File: config.mk
export PLATFORM = sky130hd
export DESIGN_NAME = product_accumulator_flat
export DESIGN_NICKNAME = d
export VERILOG_FILES = /design/src/rtl/product_accumulator_pkg.sv /design/src/rtl/product_accumulator_if.sv /design/src/rtl/product_accumulator_acc_addsub.sv /design/src/rtl/product_accumulator.sv /design/src/flat_wrapper.sv
export SDC_FILE = /design/constraint.sdc
export NUM_CORES = 1
export LEC_CHECK = 0
export ABC_CLOCK_PERIOD_IN_PS = 23300
export CORE_ASPECT_RATIO = 1.1
export CORE_UTILIZATION = 56
export CTS_CLUSTER_DIAMETER = 50
export DETAILED_ROUTE_END_ITERATION = 6
export PLACE_DENSITY = 0.94
export SYNTH_ARGS = -nofsm -noshare
export SYNTH_HDL_FRONTEND = slang
export SYNTH_SLANG_ARGS = --single-unit
File: constraint.sdc
create_clock -name clk -period 23.3 [get_ports clk]
set_input_delay 2.33 -clock clk [delete_from_list [all_inputs] [get_ports clk]]
set_output_delay 2.33 -clock clk [all_outputs]
set_load 0.01 [all_outputs]
File: src/rtl/product_accumulator_pkg.sv
// Shared encodings and default sizing for the multiply-accumulate consumer.
package product_accumulator_pkg;

   localparam int PW_DEFAULT    = 16;
   localparam int GUARD_DEFAULT = 8;
   localparam int CNT_W_DEFAULT = 8;

   typedef enum logic [1:0] {
      OP_ACC  = 2'b00,
      OP_SUB  = 2'b01,
      OP_LOAD = 2'b10,
      OP_NOP  = 2'b11
   } op_t;

   typedef enum logic [1:0] {
      ST_RUN     = 2'b00,
      ST_DRAIN   = 2'b01,
      ST_PRESENT = 2'b10
   } state_t;

endpackage

File: src/rtl/product_accumulator_if.sv
// Product input and result output handshake bundle for product_accumulator.
interface product_accumulator_if #(
   parameter int PW    = 16,
   parameter int AW    = 40,
   parameter int CNT_W = 8
);

   logic             in_valid;
   logic             in_ready;
   logic [PW-1:0]    in_plow;
   logic [PW-1:0]    in_phigh;
   logic [1:0]       in_op;
   logic             dump;
   logic             out_valid;
   logic             out_ready;
   logic [AW-1:0]    out_acc;
   logic [CNT_W-1:0] out_count;
   logic             out_ovf;

   modport master (
      output in_valid, in_plow, in_phigh, in_op, dump, out_ready,
      input  in_ready, out_valid, out_acc, out_count, out_ovf
   );

   modport slave (
      input  in_valid, in_plow, in_phigh, in_op, dump, out_ready,
      output in_ready, out_valid, out_acc, out_count, out_ovf
   );

endinterface

File: src/rtl/product_accumulator_acc_addsub.sv
// Combinational AW-bit ripple adder/subtractor; subtraction inverts b and injects a carry-in.
module acc_addsub #(
   parameter int AW = 40
) (
   input  logic [AW-1:0] i_a,
   input  logic [AW-1:0] i_b,
   input  logic          i_sub,
   output logic [AW-1:0] o_result,
   output logic          o_ovf
);

   logic [AW:0]   w_carry;
   logic [AW-1:0] w_bEff;

   assign w_bEff     = i_b ^ {AW{i_sub}};
   assign w_carry[0] = i_sub;

   // One full-adder stage per bit, carry rippling upward
   for (genvar gi = 0; gi < AW; gi++) begin : g_fullAdder
      assign o_result[gi]  = i_a[gi] ^ w_bEff[gi] ^ w_carry[gi];
      assign w_carry[gi+1] = (i_a[gi] & w_bEff[gi]) |
                             (i_a[gi] & w_carry[gi]) |
                             (w_bEff[gi] & w_carry[gi]);
   end

   // Carry out means wrap when adding; missing carry out means borrow when subtracting
   assign o_ovf = w_carry[AW] ^ i_sub;

endmodule

File: src/rtl/product_accumulator.sv
// Registers each product, folds it into a guarded accumulator, and presents/clears on dump.
module product_accumulator
   import product_accumulator_pkg::*;
#(
   parameter int PW    = PW_DEFAULT,
   parameter int GUARD = GUARD_DEFAULT,
   parameter int CNT_W = CNT_W_DEFAULT
) (
   input logic                  clk,
   input logic                  rst,
   product_accumulator_if.slave bus
);

   localparam int AW = 2*PW + GUARD;
   localparam logic [CNT_W-1:0] CNT_ONE = CNT_W'(1);
   localparam logic [CNT_W-1:0] CNT_MAX = '1;

   state_t           r_state;
   logic             r_inReady;
   logic             r_outValid;
   logic             r_s1Valid;
   logic [AW-1:0]    r_s1Prod;
   op_t              r_s1Op;
   logic [AW-1:0]    r_acc;
   logic [CNT_W-1:0] r_count;
   logic             r_ovf;

   logic             w_transfer;
   logic [AW-1:0]    w_prodExt;
   logic [AW-1:0]    w_sum;
   logic             w_addOvf;
   logic [CNT_W-1:0] w_countNext;

   assign w_transfer  = bus.in_valid & r_inReady;
   assign w_prodExt   = {{GUARD{1'b0}}, bus.in_phigh, bus.in_plow};
   assign w_countNext = (r_count == CNT_MAX) ? r_count : r_count + CNT_ONE;

   acc_addsub #(.AW(AW)) u_addsub (
      .i_a      (r_acc),
      .i_b      (r_s1Prod),
      .i_sub    (r_s1Op == OP_SUB),
      .o_result (w_sum),
      .o_ovf    (w_addOvf)
   );

   // Stage 1: capture the product and op on every accepted transfer
   always_ff @(posedge clk) begin
      if (rst) begin
         r_s1Valid <= 1'b0;
         r_s1Prod  <= '0;
         r_s1Op    <= OP_ACC;
      end else begin
         r_s1Valid <= w_transfer;
         if (w_transfer) begin
            r_s1Prod <= w_prodExt;
            r_s1Op   <= op_t'(bus.in_op);
         end
      end
   end

   // Stage 2 accumulate plus the RUN/DRAIN/PRESENT control; the handshake clear comes last so it wins
   always_ff @(posedge clk) begin
      if (rst) begin
         r_state    <= ST_RUN;
         r_inReady  <= 1'b1;
         r_outValid <= 1'b0;
         r_acc      <= '0;
         r_count    <= '0;
         r_ovf      <= 1'b0;
      end else begin
         if (r_s1Valid) begin
            unique case (r_s1Op)
               OP_ACC, OP_SUB: begin
                  r_acc   <= w_sum;
                  r_ovf   <= r_ovf | w_addOvf;
                  r_count <= w_countNext;
               end
               OP_LOAD: begin
                  r_acc   <= r_s1Prod;
                  r_ovf   <= 1'b0;
                  r_count <= CNT_ONE;
               end
               OP_NOP: begin
                  r_count <= w_countNext;
               end
            endcase
         end

         unique case (r_state)
            ST_RUN: begin
               if (bus.dump) begin
                  r_state   <= ST_DRAIN;
                  r_inReady <= 1'b0;
               end
            end
            ST_DRAIN: begin
               if (!r_s1Valid) begin
                  r_state    <= ST_PRESENT;
                  r_outValid <= 1'b1;
               end
            end
            ST_PRESENT: begin
               if (bus.out_ready) begin
                  r_state    <= ST_RUN;
                  r_outValid <= 1'b0;
                  r_inReady  <= 1'b1;
                  r_acc      <= '0;
                  r_count    <= '0;
                  r_ovf      <= 1'b0;
               end
            end
            default: begin
               r_state    <= ST_RUN;
               r_inReady  <= 1'b1;
               r_outValid <= 1'b0;
            end
         endcase
      end
   end

   assign bus.in_ready  = r_inReady;
   assign bus.out_valid = r_outValid;
   assign bus.out_acc   = r_acc;
   assign bus.out_count = r_count;
   assign bus.out_ovf   = r_ovf;

endmodule
File: src/flat_wrapper.sv
// flat-port wrapper written by rule: the top's interface ports become plain ports
module product_accumulator_flat import product_accumulator_pkg::*;
#(
   parameter int PW    = PW_DEFAULT,
   parameter int GUARD = GUARD_DEFAULT,
   parameter int CNT_W = CNT_W_DEFAULT
)
  (clk, rst, bus_in_valid, bus_in_plow, bus_in_phigh, bus_in_op, bus_dump, bus_out_ready, bus_in_ready, bus_out_valid, bus_out_acc, bus_out_count, bus_out_ovf);
  product_accumulator_if #(.PW(PW), .CNT_W(CNT_W)) bus_i ();
  input logic clk;
  input logic rst;
  input wire logic [$bits(bus_i.in_valid)-1:0] bus_in_valid;
  input wire logic [$bits(bus_i.in_plow)-1:0] bus_in_plow;
  input wire logic [$bits(bus_i.in_phigh)-1:0] bus_in_phigh;
  input wire logic [$bits(bus_i.in_op)-1:0] bus_in_op;
  input wire logic [$bits(bus_i.dump)-1:0] bus_dump;
  input wire logic [$bits(bus_i.out_ready)-1:0] bus_out_ready;
  output wire logic [$bits(bus_i.in_ready)-1:0] bus_in_ready;
  output wire logic [$bits(bus_i.out_valid)-1:0] bus_out_valid;
  output wire logic [$bits(bus_i.out_acc)-1:0] bus_out_acc;
  output wire logic [$bits(bus_i.out_count)-1:0] bus_out_count;
  output wire logic [$bits(bus_i.out_ovf)-1:0] bus_out_ovf;
  assign bus_i.in_valid = bus_in_valid;
  assign bus_i.in_plow = bus_in_plow;
  assign bus_i.in_phigh = bus_in_phigh;
  assign bus_i.in_op = bus_in_op;
  assign bus_i.dump = bus_dump;
  assign bus_i.out_ready = bus_out_ready;
  assign bus_in_ready = bus_i.in_ready;
  assign bus_out_valid = bus_i.out_valid;
  assign bus_out_acc = bus_i.out_acc;
  assign bus_out_count = bus_i.out_count;
  assign bus_out_ovf = bus_i.out_ovf;
  product_accumulator #(.PW(PW), .GUARD(GUARD), .CNT_W(CNT_W)) u_core (.clk(clk), .rst(rst), .bus(bus_i));
endmodule
# ---- Word-level counts from Yosys, hierarchy flattened
# Cells that the tools add are included.
dict set report totals {
  register_bits 88
  output_inout_bits 51
  word_cells 335
  input_bits 39
}
dict set report classes {
  addsub 1
  bitwise 286
  n_reduce_logical 7
  mux 23
  n_eq_ne 9
}
# cell count
set op_table {}
lappend op_table {{1-bit AND} 121}
lappend op_table {{40-bit 2-to-1 mux} 3}
lappend op_table {{1-bit OR} 81}
lappend op_table {{1-bit XOR} 81}
lappend op_table {{40-bit one-hot mux with 2 select lines} 1}
lappend op_table {{32-bit by 40-bit XOR with 40-bit output} 1}
lappend op_table {{8-bit 2-to-1 mux} 4}
lappend op_table {{8-bit one-hot mux with 2 select lines} 1}
lappend op_table {{3-bit AND reduction} 3}
lappend op_table {{8-bit by 1-bit adder with 8-bit output (second input constant)} 1}
lappend op_table {{8-bit == test (second input constant)} 1}
lappend op_table {{1-bit 2-to-1 mux} 7}
lappend op_table {{2-bit == test (second input constant)} 3}
lappend op_table {{2-bit 2-to-1 mux} 3}
lappend op_table {{2-bit != test (second input constant)} 3}
lappend op_table {{1-bit one-hot mux with 3 select lines} 2}
lappend op_table {{2-bit one-hot mux with 3 select lines} 1}
lappend op_table {{2-bit by 1-bit == test with 1-bit output (second input constant)} 2}
lappend op_table {{2-bit logical NOT} 2}
lappend op_table {{3-bit OR reduction} 1}
lappend op_table {{1-bit inverter} 2}
lappend op_table {{1-bit one-hot mux with 2 select lines} 1}
lappend op_table {{2-bit OR reduction} 1}

# ---- Longest topological paths before layout
dict set report logic_depth {
  depth_word 128
  depth_mapped 48
  depth_no_buf 45
}

# ---- Modules after synthesis
# Synthesis repeated with hierarchy kept, for this count alone.
dict set report unflattened {
  hier_cells 643
  area_unflattened_um2 5431.5
}
# mod seq_area_each_um2 area_per_inst_um2 n_inst cells_each
set modules_own_cells {}
lappend modules_own_cells {product_accumulator 1761.7 3922.5 1 482}
lappend modules_own_cells {acc_addsub 0.0 1508.9 1 161}

# ---- Least setup slack after synthesis
# Ideal clock, no wire load.
dict set report synth_path {
  path_type {flip-flop to flip-flop}
  startpoint {register u_core.r_s1Op[1]}
  endpoint {register u_core.r_ovf, in the netlist u_core.bus.out_ovf}
  stages_incl_launch_ff 49
  period_less_slack_ps 14898
  t_required_ps 23230
  setup_slack_ps 8402
  n_path_buf 3
  setup_ps 70
  arrival_time_ps 14828
  path_cell_list {dfxtp_1 -> buf_4 -> nor2b_1 -> inv_1 -> clkbuf_1 -> buf_2 -> xnor2_1 -> fa_1 -> fa_1 -> fa_1 -> fa_1 -> fa_1 -> fa_1 -> fa_1 -> fa_1 -> fa_1 -> fa_1 -> fa_1 -> [... 13 more ...] -> fa_1 -> fa_1 -> fa_1 -> fa_1 -> fa_1 -> fa_1 -> fa_1 -> inv_1 -> fa_1 -> or3b_1 -> nor2_1 -> nor2_1 -> a21oi_1 -> fa_1 -> nor3b_1 -> and2_1 -> o21ai_0 -> a21oi_1}
}
dict set report synth_between {
  elab_chain_cells 128
  word_cells_on_any_way 211
  cone_classes {eq/ne (2); mux (4); bitwise (203); reduce/logical (2)}
}
# item line
set synth_rtl {}
lappend synth_rtl {{start, declared} product_accumulator.sv:23} ;# op_t r_s1Op;
lappend synth_rtl {{start signal, assigned} product_accumulator.sv:56} ;# r_s1Op <= op_t'(bus.in_op);
lappend synth_rtl {{2-bit by 1-bit == test with 1-bit output} {product_accumulator.sv:41, product_accumulator.sv:72}}
lappend synth_rtl {{32-bit by 40-bit XOR with 40-bit output} product_accumulator_acc_addsub.sv:15} ;# assign w_bEff = i_b ^ {AW{i_sub}};
lappend synth_rtl {{1-bit AND} product_accumulator_acc_addsub.sv:21} ;# assign w_carry[gi+1] = (i_a[gi] & w_bEff[gi]) |
lappend synth_rtl {{1-bit OR} product_accumulator_acc_addsub.sv:21}
lappend synth_rtl {{1-bit OR} product_accumulator_acc_addsub.sv:22} ;# (i_a[gi] & w_carry[gi]) |
lappend synth_rtl {{1-bit AND} product_accumulator_acc_addsub.sv:22}
lappend synth_rtl {{1-bit OR} product_accumulator_acc_addsub.sv:21}
lappend synth_rtl {{1-bit OR} product_accumulator_acc_addsub.sv:22}
lappend synth_rtl {{[... 112 more ...]} -}
lappend synth_rtl {{1-bit OR} product_accumulator_acc_addsub.sv:21}
lappend synth_rtl {{1-bit OR} product_accumulator_acc_addsub.sv:22}
lappend synth_rtl {{1-bit XOR} product_accumulator_acc_addsub.sv:27} ;# assign o_ovf = w_carry[AW] ^ i_sub;
lappend synth_rtl {{1-bit OR} product_accumulator.sv:75} ;# r_ovf <= r_ovf | w_addOvf;
lappend synth_rtl {{1-bit one-hot mux with 2 select lines (*)} product_accumulator.sv:72} ;# unique case (r_s1Op)
lappend synth_rtl {{1-bit 2-to-1 mux (*)} product_accumulator.sv:71} ;# if (r_s1Valid) begin
lappend synth_rtl {{1-bit 2-to-1 mux} product_accumulator.sv:103} ;# if (bus.out_ready) begin
lappend synth_rtl {{1-bit 2-to-1 mux (*)} product_accumulator.sv:89} ;# unique case (r_state)
lappend synth_rtl {{end signal, assigned} product_accumulator.sv:75}
lappend synth_rtl {{end, declared} product_accumulator.sv:26} ;# logic r_ovf;
# Mark *: on every way between the ends. The rest lies on a longest branch, timed or not.
# A chain may end at the register's enable or synchronous reset.

# ---- Worst setup path in the final report
dict set report layout_path {
  startpoint {register u_core.r_s1Op[0]}
  endpoint {register u_core.r_ovf, in the netlist u_core.bus.out_ovf}
}
# The elaborated chain is that of the path after synthesis.

==> reports/results.ini <==
[outcome]
status=finished, final reports clean

[timing]
report.final.slew_viol_count=0
hold_slack_ns=0.487
period_needed_ns=16.39
fmax_ghz=0.0610
hold_viol_final=0
maxSlewHeadroom=0.107
fin_tns_setup_ns=0
skew_ns=0.00613
finalCritPeriodShare=0.704
finalSetupViolCount=0
worstMarginPinSlew_ns=1.34
rsz0062_at_grt=false

[detailed_routing]
first_pass_iters=4
drtAntennaViolNets=0
wirelength_mm=11.7
vias=4094
drc=0
wl_per_cell_um=16.8
first_iter_violations=239
via_per_inst=5.87

[grt]
grt-ovfl-total=0
grt_max_degree=45
grt_pass1_wl_mm=19.1
grt_use_total=0.302
antenna_found_initial=0
grt_pass1_vias=4105

[power]
vdd_ir_drop_max_uv=34.4
power_density_mw_per_mm2=63.9
p_leak_nw=2.13

[setup_path]
max_stage_delay_ns=0.74
rr_endpoint=u_core.bus.out_ovf
ff2ff_path_depth=45
r2r-start=u_core.r_s1Op[0]
path_max_fanout=40
worst_setup_path_start_kind=flip-flop
cpMaxStageDelayCell=inv_2
crit_path_start=u_core.r_s1Op[0]
arrival_ns=16.68
critPathCaptureType=flip-flop
critPathRequiredTime_ns=23.59
crit_end=u_core.bus.out_ovf
cpMostUsedCell=fa_1
r2r_setup_slack_ns=6.91
critical_path_class=flip-flop to flip-flop

[floorplanning]
rows=33
start_util=0.592
design.die.area_mm2=0.00840
coreArea_mm2=0.00760
dieHeight_um=96.0
io_pins=90
die_w_um=87.5

[cells_and_area]
antenna_cells=0
instances_no_fill=697
area_growth_pct=25.3
final_nets=663
drive_above_1_share=0.0439
post-route-util=0.742

[synthesis]
synth_seq_cells=88
synth_nets=591
synth_ff_type=dfxtp_1
ys_warn_count=0
synthDistinctLibCells=44
async_flop_share=0
synth_edf_count=0
syn_inst=517
yosysSeqAreaShare=0.391
synth_area_mm2=0.00450
syn_avg_cell_area_um2=8.71

[place]
dpl.cell_count=683
io_buffers=89
gp_congestion=0.843
hpwlAfterDp_mm=7.77

[cts]
ctsLongestPathBuffers=2
cts_root_buf=clkbuf_8
tritoncts=built
post_cts_buffers=0
ctsResizeCount=0
numCtsBuffers=9
insertion_delay_ns=0.36
cts_hold_buf=0
cts_sinks=88
cts.clk_slew.worst_paths_ns=0.08
htree_levels=3

[run]
drv_cap=0

[min_path]
hold_path.class=flip-flop to flip-flop

[final cells by class]
cell class / count / area, µm²
clock inverter: 3 / 67.6
fill: 556 / 1960
sequential: 88 / 1760
clock buffer: 11 / 141
tap: 105 / 131
inverter: 11 / 41.3
timing repair buffer: 94 / 928
multi-input combinational: 385 / 2570
[power by group]
part | switching, mW | internal [mW] | total [mW]
combinational | 0.0366 | 0.0369 | 0.0735
sequential | 0.0125 | 0.160 | 0.173
clock | 0.0517 | 0.0622 | 0.114
total | 0.101 | 0.259 | 0.360
[per-layer routing]
layer  track usage  routed length [µm]
met5             0                   0
met4         0.141                 361
met3        0.0643                 786
met2         0.525                5960
met1         0.355                4580
[synthesized netlist by cell type, types with 2 or more instances]
master | count | area [µm²]
a211oi_1 | 4 | 30.0
a21oi_1 | 51 | 255
a31o_2 | 2 | 17.5
a31oi_1 | 5 | 31.3
and2_1 | 5 | 31.3
and3_1 | 2 | 12.5
and4_1 | 2 | 17.5
buf_1 | 4 | 15.0
buf_2 | 5 | 25.0
clkbuf_1 | 23 | 86.3
dfxtp_1 | 88 | 1760
fa_1 | 33 | 661
ha_1 | 2 | 25.0
inv_1 | 11 | 41.3
nand2_1 | 86 | 323
nand2b_1 | 2 | 12.5
nand3_1 | 5 | 25.0
nand3b_1 | 2 | 15.0
nand4_1 | 3 | 18.8
nor2_1 | 47 | 176
nor2b_1 | 2 | 12.5
nor3_1 | 34 | 170
nor3b_1 | 2 | 15.0
o211ai_1 | 2 | 15.0
o21ai_0 | 11 | 55.1
o22ai_1 | 32 | 200
xnor2_1 | 35 | 307
[cell usage in the layout, fill, tap and decap left out, types with 2 or more instances in the layout]
master | synthesis | routed
xnor2_1 | 35 | 35
inv_1 | 11 | 10
nand2b_1 | 2 | 2
a21oi_1 | 51 | 51
and3_1 | 2 | 2
fa_1 | 33 | 33
nor2_1 | 47 | 47
a211oi_1 | 4 | 4
buf_4 | 1 | 5
a31oi_1 | 5 | 5
nand4_1 | 3 | 3
bufinv_16 | 0 | 2
dfxtp_1 | 88 | 88
o21ai_0 | 11 | 11
clkdlybuf4s50_1 | 0 | 89
nor3b_1 | 2 | 2
and4_1 | 2 | 2
a31o_2 | 2 | 2
o211ai_1 | 2 | 2
nand3_1 | 5 | 5
nand2_1 | 86 | 86
nor2b_1 | 2 | 2
clkbuf_8 | 0 | 10
and2_1 | 5 | 5
o22ai_1 | 32 | 32
nand3b_1 | 2 | 2
nor3_1 | 34 | 34
ha_1 | 2 | 2
[sequential cells by signal (all words and copies together), names as in the netlist]
register	count
u_core.r_s1Prod	32
u_core.r_s1Op	2
u_core.bus.out_acc	40
u_core.bus.out_count	8
u_core.bus.out_valid	1
u_core.bus.out_ovf	1
u_core.r_s1Valid	1
u_core.bus.in_ready	1
u_core.r_state	2
[per-stage QoR]
step | instance area, µm² | setup WS (ns) | power, mW
floorplan | 4500 | 8.40 | 0.218
global placement | 5430 | 7.72 | 0.243
detailed placement | 5430 | 7.12 | 0.248
CTS | 5640 | 7.00 | 0.361
global route | 5640 | 6.30 | 0.376
finish | 5640 | 6.91 | 0.360
[critical path: cells and delay by family (launching register included)]
family	cells	cell delay, ns
flip-flops	1	0.45
adder cells (fa/ha/maj)	33	13.12
AO/OA/AOI/OAI	4	0.66
buffers and inverters	2	0.82
AND/OR/NAND/NOR	6	1.24
[worst min-delay path by stage]
stage | end | depth (start not counted) | slack, ns | startpoint
floorplan | u_core.r_s1Prod[0] | 2 | 0.46 | u_core.r_s1Prod[0]
global placement | u_core.r_s1Prod[7] | 2 | 0.47 | u_core.r_s1Prod[7]
detailed placement | u_core.bus.out_ovf | 2 | 0.47 | u_core.bus.out_ovf
CTS | u_core.bus.out_ovf | 2 | 0.48 | u_core.bus.out_ovf
global route | u_core.r_s1Prod[8] | 2 | 0.51 | u_core.r_s1Prod[8]
finish | u_core.r_s1Prod[26] | 2 | 0.49 | u_core.r_s1Prod[26]
[cells by family after synthesis]
group / Yosys count / share of synthesized area
buf+inv: 44 / 0.0389
simple gates: 199 / 0.197
flops: 88 / 0.391
compound gates: 114 / 0.148
fa+ha+maj: 36 / 0.155
xor+xnor: 36 / 0.0701
Note: power is estimated with default switching activity, not from simulation.
==> RTL edit 1: new RTL, same settings <==
Encoding of `state_t`: now one-hot (3 bits for 3 states).
--- a/src/rtl/product_accumulator_pkg.sv
+++ b/src/rtl/product_accumulator_pkg.sv
@@ -12,10 +12,10 @@
       OP_NOP  = 2'b11
    } op_t;
 
-   typedef enum logic [1:0] {
-      ST_RUN     = 2'b00,
-      ST_DRAIN   = 2'b01,
-      ST_PRESENT = 2'b10
+   typedef enum logic [2:0] {
+      ST_RUN     = 3'b001,
+      ST_DRAIN   = 3'b010,
+      ST_PRESENT = 3'b100
    } state_t;
 
 endpackage
Formal check against the unedited RTL: same outputs for any inputs over 4 cycles, from zero or initial values and one cycle with rst high; so few cycles prove little.
==> RTL edit 1 against the original RTL <==
- largest cell class unchanged
- area after synthesis increased by 12%
- synthesized cell count increased by 11%
- routed wire length increased by 14%
- setup slack improved by 450 ps
- design area increased by 7.7%
- largest power group unchanged
- sequential cell count increased by 1
- total power increased by 0.33%
- critical path depth decreased by 2
==> RTL edit 1: results (changes against the original RTL) <==
numCtsBuffers: 9  # unchanged
tightest_slew_ps: 1240  # -94.3 ps
slowest_stage: "nor2b_4"
vias_per_cell: 6.34  # +7.9%
grt_pass1_vias: 4586  # +12%
avgRoutedWirePerCell_um: 17.7  # +5.7%
synthTopCellsByArea: "dfxtp_1 35%, fa_1 13%, a21oi_1 8.1%"
seq_area_frac_synth: 0.353  # -0.0384
leakagePower_uw: 0.00239  # +12%
crit_arrival_ps: 16240  # -440 ps
r2r-end: "u_core.bus.out_acc[39]"
grt_max_degree: 57  # +27%
placed_area_um2: 5890  # +8.5%
globalRouteTotalUtil: 0.295  # -0.00628
preCtsSetupSlack_ps: 7730  # +614 ps
hold_end: "u_core.r_s1Prod[17]"
fin_hold_ws_ps: 489  # +1.84 ps
stdcell_count: 749  # +7.5%
r2r_slack_ps: 7360  # +450 ps
synth_common_cells: "89 x dfxtp_1, 82 x a21oi_1, 81 x nand2_1, 41 x o21ai_0"
syn_inst: 574  # +11%
cp_max_fo: 20  # -50%
peakVddDrop_uv: 34.3  # -0.33%
gp_congestion: 0.918  # +8.9%
status: "finished, final reports clean"
reg2regPathDepth: 43  # -4.4%
grt_pass1_wl_um: 21700  # +14%
drive_above_1_share: 0.0470  # +0.00310
drtIter0Drc: 511  # +110%
hold_start: "u_core.r_s1Prod[17]"
synth_cell_types: 51  # +16%
synthesis.nets: 648  # +9.6%
numPlacedInstances: 734  # +7.5%
dp_hpwl_um: 8650  # +11%
cpPeakStageDelay_ps: 560  # -180 ps
fin_nets: 708  # +6.8%
clkTransAtPathRegs_ps: 90
drt_pass1_iterations: 6  # +2
clock_skew_ps: 8.26  # +2.12 ps
==> RTL edit 1: worst max path at each step <==
stage | end | slack (ps) | from | depth (start not counted)
global route | u_core.bus.out_acc[39] | 6940 | u_core.r_s1Op[0] | 43
finish | u_core.bus.out_acc[39] | 7360 | u_core.r_s1Op[0] | 43
floorplan | u_core.bus.out_acc[39] | 8650 | u_core.r_s1Op[0] | 46
CTS | u_core.bus.out_acc[39] | 7580 | u_core.r_s1Op[0] | 43
detailed placement | u_core.bus.out_acc[39] | 7730 | u_core.r_s1Op[0] | 43
global placement | u_core.bus.out_acc[39] | 8260 | u_core.r_s1Op[0] | 43
==> RTL edit 1: layout make-up <==
type	instances	area [um^2]
clock buffer	11	151
fill	617	2470
timing repair buffer	95	936
clock inverter	4	27.5
inverter	15	56.3
sequential	89	1780
multi-input combinational	424	2980
tap	111	139
==> RTL edit 1: cells by family (layout without fill, tap and decap cells) <==
group	count (synthesis)	count (layout)	share of synthesized area
buffers and inverters	61	125	0.0583
muxes	3	3	0.00620
adders and majority gates	35	35	0.136
DFF	89	89	0.353
and+or+nand+nor	165	165	0.164
AOI/OAI and AO/OA	187	187	0.224
xor gates and xnor gates	34	34	0.0590
==> RTL edit 1: critical path, delay by kind of cell, from the launching register on <==
family          cells  cell delay [ps]
flops               1              350
xor+xnor            1              180
fa+ha+maj          33            13140
compound gates      5              920
buf+inv             2              170
simple gates        2             1080
==> RTL edit 1: layer usage <==
metal,track usage,share of wire,up-vias
met5,0,0,-
met4,0.168,0.036,0
met3,0.0465,0.075,48
met2,0.506,0.51,268
met1,0.354,0.38,2268
li1,-,-,2164
==> RTL edit 1: power breakdown <==
| part | switching [uW] | internal, uW |
|---|---|---|
| combinational | 44.0 | 38.7 |
| clock | 56.3 | 44.2 |
| sequential | 15.5 | 163 |
| total | 116 | 245 |
==> RTL edit 2: new RTL, same settings <==
Made on the original files. Reset style: asynchronous (`rst`), changed in 2 clocked blocks.
--- a/src/rtl/product_accumulator.sv
+++ b/src/rtl/product_accumulator.sv
@@ -44,7 +44,7 @@
    );
 
    // Stage 1: capture the product and op on every accepted transfer
-   always_ff @(posedge clk) begin
+   always_ff @(posedge clk or posedge rst) begin
       if (rst) begin
          r_s1Valid <= 1'b0;
          r_s1Prod  <= '0;
@@ -59,7 +59,7 @@
    end
 
    // Stage 2 accumulate plus the RUN/DRAIN/PRESENT control; the handshake clear comes last so it wins
-   always_ff @(posedge clk) begin
+   always_ff @(posedge clk or posedge rst) begin
       if (rst) begin
          r_state    <= ST_RUN;
          r_inReady  <= 1'b1;
Formal check against the unedited RTL: differs if rst is asserted again (counterexample within 4 cycles, from zero or initial values and one cycle with rst high); with rst held inactive, the same outputs for 4 cycles.
==> RTL edit 2 against the original RTL <==
- setup slack better by 450 ps
- routed wire length shrank 1.3%
- design area increased by 7.9%
- area after synthesis rose by 9.4%
- sequential cell count unchanged
- non-clock buffer count rose by 1
- final cell count decreased by 8.3%
- critical path depth grew 1
- sequential share of layout area rose by 5.0 points
- maximum frequency rose by 2.8%
- largest cell class unchanged
Power is not compared: it rests on default switching activity, and its combinational part moved more than twofold at a synthesized area within 25%.
==> RTL edit 2: results (changes against the original RTL) <==
synthArstFlopShare: 1.00  # +1.00
drt_pass1_iterations: 5  # +1
wl_met1_um: 4650  # +1.6%
tightest_slew_ps: 1070  # -262 ps
cpPeakStageDelay_ps: 620  # -120 ps
dr_wl_met2_um: 5880  # -1.3%
hold_start: "u_core.bus.out_acc[32]"
grt_pass1_vias: 3950  # -3.8%
stdcell_area_um2: 6080  # +7.9%
met3_length_um: 602  # -23%
drtIter0Drc: 388  # +62%
avgRoutedWirePerCell_um: 18.1  # +7.7%
seq_area_frac_synth: 0.448  # +0.0561
crit_arrival_ps: 16130  # -550 ps
grt_max_degree: 89  # +98%
clk-insertion-delay-late_ps: 360  # about the same
reg2regPathDepth: 46  # +2.2%
fin_hold_ws_ps: 563  # +75.8 ps
slowest_stage: "dfrtp_1"
synth_cell_types: 53  # +20%
placed_area_um2: 5890  # +8.5%
globalRouteTotalUtil: 0.274  # -0.0272
status: "finished, final reports clean"
grtUsageMet3: 0.0417  # -0.0227
syn_inst: 445  # -14%
hold_end: "u_core.bus.out_acc[32]"
gp_congestion: 0.845  # +0.25%
vias: 3844  # -6.1%
r2r_slack_ps: 7350  # +450 ps
synthesis.nets: 519  # -12%
timing.final.crit_share: 0.685  # -0.0191
drive_above_1_share: 0.125  # +0.0811
synth_common_cells: "87 x dfrtp_1, 83 x nor2_1, 35 x xnor2_1, 33 x fa_1, 32 x mux2_2"
gr-usage-met1: 0.361  # +0.00535
cp_max_fo: 16  # -60%
fillerInstances: 545  # -2.0%
clock_skew_ps: 20.4  # +14.3 ps
dp_hpwl_um: 7940  # +2.2%
crit_path_end: "u_core.bus.out_acc[39]"
stdcell_count: 639  # -8.3%
fin_nets: 597  # -10%
numPlacedInstances: 623  # -8.8%
[RTL edit 2: changes by cell type in the layout (fill, tap and decap cells not counted), moves of 3 or more]
cell / unedited run / this run
clkinv_2: 0 / 3
nor3_1: 34 / 1
dfxtp_1: 88 / 0
and2_1: 5 / 1
o22ai_1: 32 / 0
mux2_2: 0 / 32
a21oi_1: 51 / 13
o221ai_1: 0 / 31
dfrtp_1: 0 / 87
nand2_1: 86 / 19
nor2_1: 47 / 83
[RTL edit 2: layout make-up]
class,instances,area share
multi-input cells,317,0.422
flip-flops and latches,88,0.362
repair buffers,95,0.154
well taps,111,0.0228
clock buffers,10,0.0210
clock inverters,6,0.0107
inverters,12,0.00761
[RTL edit 2: logic make-up after synthesis]
group                    synth area share
XOR/XNOR                           0.0640
buffers and inverters              0.0323
AO/OA/AOI/OAI                       0.117
multiplexers                       0.0773
adder cells (fa/ha/maj)             0.141
flip-flops                          0.448
AND/OR/NAND/NOR                     0.120
